File: config.mk
export PLATFORM = sky130hd
export DESIGN_NAME = par_chk_rx
export DESIGN_NICKNAME = d
export VERILOG_FILES = /design/src/rtl/par_pkg.sv /design/src/rtl/par_calc.sv /design/src/rtl/par_chk_rx.sv
export SDC_FILE = /design/constraint.sdc
export NUM_CORES = 1
export LEC_CHECK = 0
export CORE_MARGIN = 5
export CORE_UTILIZATION = 45
export DETAILED_ROUTE_END_ITERATION = 16
export PLACE_DENSITY_LB_ADDON = 0.25
export SLEW_MARGIN = 20
export SYNTH_ARGS = -nofsm -noshare
export SYNTH_HDL_FRONTEND = slang
export SYNTH_SLANG_ARGS = --single-unit
export TNS_END_PERCENT = 5
File: constraint.sdc
create_clock -name clk -period 1.3 [get_ports clk]
set_clock_uncertainty 0.05 [all_clocks]
set_input_delay 0.325 -clock clk [delete_from_list [all_inputs] [get_ports clk]]
set_output_delay 0.325 -clock clk [all_outputs]
set_load 0.03 [all_outputs]
File: src/rtl/par_pkg.sv
// Shared types and default sizes for the serial parity checker/generator pair.
// No logic; imported by par_chk_rx.
package par_pkg;
   localparam int DEF_DATA_W = 4;
   localparam int DEF_CNT_W  = 8;

   typedef enum logic [1:0] {
      IDLE = 2'd0,
      DATA = 2'd1,
      PAR  = 2'd2
   } state_t;
endpackage

File: src/rtl/par_calc.sv
// Even-parity XOR reduction of a data word; purely combinational, zero latency.
// No flow control; shared with the generator side.
module par_calc #(
   parameter int W = 4
) (
   input  logic [W-1:0] d,
   output logic         p
);
   assign p = ^d;
endmodule

File: src/rtl/par_chk_rx.sv
// Serial frame receiver: DATA_W bits MSB-first plus even parity; result registered one edge after parity.
// din_valid low stalls the frame in place; sof mid-frame aborts and restarts; no output backpressure.
module par_chk_rx
   import par_pkg::*;
#(
   parameter int DATA_W = DEF_DATA_W,
   parameter int CNT_W  = DEF_CNT_W
) (
   input  logic              clk,
   input  logic              rst_n,
   input  logic              din,
   input  logic              din_valid,
   input  logic              sof,
   input  logic              clr_cnt,
   output logic [DATA_W-1:0] data_out,
   output logic              p_err,
   output logic              out_valid,
   output logic              abort,
   output logic [CNT_W-1:0]  err_cnt
);
   localparam int IDX_W = (DATA_W > 2) ? $clog2(DATA_W) : 1;
   localparam logic [IDX_W-1:0] IDX_TOP = IDX_W'(DATA_W - 2);
   localparam logic [CNT_W-1:0] CNT_MAX = '1;

   state_t            state, state_nxt;
   logic [DATA_W-1:0] sh, sh_nxt;
   logic [IDX_W-1:0]  idx, idx_nxt;
   logic              ld_out;
   logic              abort_nxt;
   logic              data_par;

   par_calc #(.W(DATA_W)) u_par_calc (
      .d (sh),
      .p (data_par)
   );

   always_comb begin
      state_nxt = state;
      sh_nxt    = sh;
      idx_nxt   = idx;
      ld_out    = 1'b0;
      abort_nxt = 1'b0;
      if (din_valid) begin
         if (sof) begin
            // New MSB lands in bit 0 and is shifted up as the remaining bits arrive.
            sh_nxt    = {{(DATA_W-1){1'b0}}, din};
            idx_nxt   = IDX_TOP;
            state_nxt = DATA;
            abort_nxt = (state != IDLE);
         end else begin
            case (state)
               DATA: begin
                  sh_nxt = {sh[DATA_W-2:0], din};
                  if (idx == '0) begin
                     state_nxt = PAR;
                  end else begin
                     idx_nxt = idx - IDX_W'(1);
                  end
               end
               PAR: begin
                  ld_out    = 1'b1;
                  state_nxt = IDLE;
               end
               default: state_nxt = IDLE;
            endcase
         end
      end
   end

   always_ff @(posedge clk or negedge rst_n) begin
      if (!rst_n) begin
         state <= IDLE;
         sh    <= '0;
         idx   <= '0;
      end else begin
         state <= state_nxt;
         sh    <= sh_nxt;
         idx   <= idx_nxt;
      end
   end

   always_ff @(posedge clk or negedge rst_n) begin
      if (!rst_n) begin
         data_out  <= '0;
         p_err     <= 1'b0;
         out_valid <= 1'b0;
         abort     <= 1'b0;
      end else begin
         out_valid <= ld_out;
         abort     <= abort_nxt;
         if (ld_out) begin
            data_out <= sh;
            p_err    <= data_par ^ din;
         end
      end
   end

   // Counts the registered result, so it trails out_valid by one edge.
   always_ff @(posedge clk or negedge rst_n) begin
      if (!rst_n) begin
         err_cnt <= '0;
      end else if (clr_cnt) begin
         err_cnt <= '0;
      end else if (out_valid && p_err && (err_cnt != CNT_MAX)) begin
         err_cnt <= err_cnt + CNT_W'(1);
      end
   end
endmodule

==> results.md <==
- Outcome: finished with violations
- Failing checks: setup timing
- Cell Area, Synth: 0.00113 mm^2
- Kind of critical path: flop to flop
- Area leader, netlist: dfrtp_1
- Core area: 0.00243 mm^2
- Remaining antenna violation count: 0
- Power Density: 1450 mW/mm^2
- H-tree levels: 1
- Wire per inst: 14.2 um
- Post-synth net total: 114
- Setup slack after layout: -0.125 ns
- Die Width: 60.0 um
- Crit share post-route: 110%
- Diode count: 0
- Design Area, Final: 0.00176 mm^2
- Grt ovf: 0
- Unrepaired setup endpoints after global routing: yes
- DRT Pass-1 Iters: 4
- Worst reg2reg path startpoint: err_cnt[1]
- Static leakage: 0.799 nW
- Placed inst area: 0.00153 mm^2
- R2r endpoint: err_cnt[6]
- Hold Path Class: input port to async pin
- Clock root buffer master: clkbuf_4
- Worst R2R Path Depth: 5
- Number of global-route vias before repair: 921
- Yosys Warn Count: 0
- Initial Util: 46.3%
- Initial antenna violation count: 0
- Global Route Usage Sum: 15.7%
- R2R setup slack: -0.13 ns
- Peak supply drop: 0.00115 V
- # placed instances: 178
- DR DRC count: 0
- FF+latch count, synth: 23
- Slew @ Worst Pin: 0.333 ns
- Routability cong.: 0.813
- Largest net degree at the start of global routing: 24
- Total CTS buffers: 3
- Dominant cells by area after synthesis: dfrtp_1 (51%), mux2_2 (7.0%), mux2i_1 (4.4%)
- Wire length of the first global-routing pass: 4110 um
- Final cell count without fillers: 185
- EDFF count, synth: 0
- Most common flop cell mapped by yosys: dfrtp_1
- Fin. max-slew vios: 0
- Final hold violation count: 0
- Setup crit start kind: flop
- Hold_buf cts: 0
- CTS tree: yes
- PortBufs: 20
- DP HPWL: 1790 um
- Most frequent cells in the layout: buf_6 (21), buf_4 (21), dfrtp_1 (17), nor2_1 (11), inv_1 (7)
- Max-cap violation count: 0
- Rel. slew slack: 77.8%
- Full die area: 0.00360 mm^2
- Syn Inst Count: 106
- Fillers: 186
- I/O Pins: 21
- Data required, critical path: 1.46 ns
- Final #Nets: 164
- Sequential area share after synthesis: 51.1%
- CTS sink count: 23
- CP Max Fanout: 5
- Crit path arrival time: 1.58 ns
- Synth unique cells: 31
- Avg Synthesized Cell Area: 10.6 um^2
- Final wirelength: 2640 um
- Clock slew at reported path FFs: 0.13 ns
- Routed vias: 963
- Share of flip-flops with an asynchronous set or reset: 100%
- Clock tree buffer depth: 2
- Share of layout cells above drive strength 1: 48.4%
- Die Span Y: 60.0 um
- DRT iter0 DRCs: 27
- Fmax: 702 MHz
- Fin crit period: 1.43 ns
- Row cnt: 18
- Final setup vio count: 19
- Vias/cell: 5.21
- Worst skew pair latency: 0.32 ns
- Syn-to-layout area delta: 56.2%
- Post-synth top area share: 51.1%
- Crit. End Element: flop
-- area by class of cell --
type                            instances  area, um^2  area share, %
Sequential cell                        23         583           33.1
Multi-Input combinational cell         71         613           34.9
Inverter                                9        33.8           1.92
Clock buffer                            3        22.5           1.28
Clock inverter                          1        5.00          0.284
Timing Repair Buffer                   48         464           26.4
Tap cell                               30        37.5           2.13
-- state kept, by name (all words and copies together) (netlist names) --
name / cells
abort: 1
data_out: 4
err_cnt: 8
idx: 2
out_valid: 1
p_err: 1
sh: 4
state: 2
-- worst max-delay path by stage --
| stage | start | end | slack (ns) | depth (start not counted) |
|---|---|---|---|---|
| finish | err_cnt[1] | err_cnt[6] | -0.13 | 5 |
| global route | err_cnt[3] | err_cnt[3] | -0.14 | 2 |
| CTS | err_cnt[1] | err_cnt[1] | -0.11 | 2 |
| detailed placement | sof | data_out[0] | -0.48 | 4 |
| global placement | sof | data_out[0] | -0.46 | 4 |
| floorplan | err_cnt[0] | err_cnt[1] | -0.19 | 5 |
-- cell families after synthesis --
logic type	share of synthesized area, %
flip-flops	51.1
AND/OR/NAND/NOR	16.6
XOR/XNOR	3.89
adder cells (fa/ha/maj)	2.22
buffers and inverters	4.67
multiplexers	11.4
AO/OA/AOI/OAI	10.1
-- critical path, stage by stage (launching register included) --
cell,delay [ns]
dfrtp_2,0.43
ha_4,0.15
buf_6,0.09
nand4_1,0.20
nor4_1,0.31
nor3_1,0.09
-- synthesized netlist by cell type, drive strengths merged, types with 2 or more instances --
library cell / n
nor4: 2
nor3: 5
nand3: 2
nor2: 12
o22ai: 4
nand4: 2
mux2: 7
dfrtp: 23
ha: 2
mux2i: 5
inv: 9
o21ai: 4
buf: 2
a22oi: 3
xnor2: 4
nand2: 6
-- per-layer routing --
metal  vias up  wire length [um]  global-route usage (%)
met5         -                 0                       0
met2        27              1350                    26.1
li1        469                 -                       -
met3         6               111                    1.94
met4         0                48                    8.86
met1       461              1130                    19.6
-- through the flow --
stage	util, %	setup WS [ns]	setup TNS (ns)	power, mW	hold slack, ns
CTS	69.5	-0.107	-1.30	2.49	0.284
global route	72.3	-0.145	-2.41	2.71	0.286
global placement	62.8	-0.456	-4.27	1.92	0.447
detailed placement	62.8	-0.482	-4.90	1.96	0.452
floorplan	-	-0.193	-0.998	1.51	-0.0206
finish	72.3	-0.125	-1.23	2.55	0.288
-- power by group --
part	total (mW)	internal [mW]	switching, mW	leakage [nW]
clock	0.337	0.115	0.222	0.0177
combinational	1.23	0.704	0.523	0.484
sequential	0.984	0.857	0.127	0.296
total	2.55	1.68	0.872	0.799
-- repair_timing --
action / 4_1_cts / 5_1_grt
gates resized for setup: 34 / 13
pin swaps: 8 / 4
setup endpoints to repair: 24 / 32
setup buffers: 1 / 2
Power figures use the tool's default switching activity.
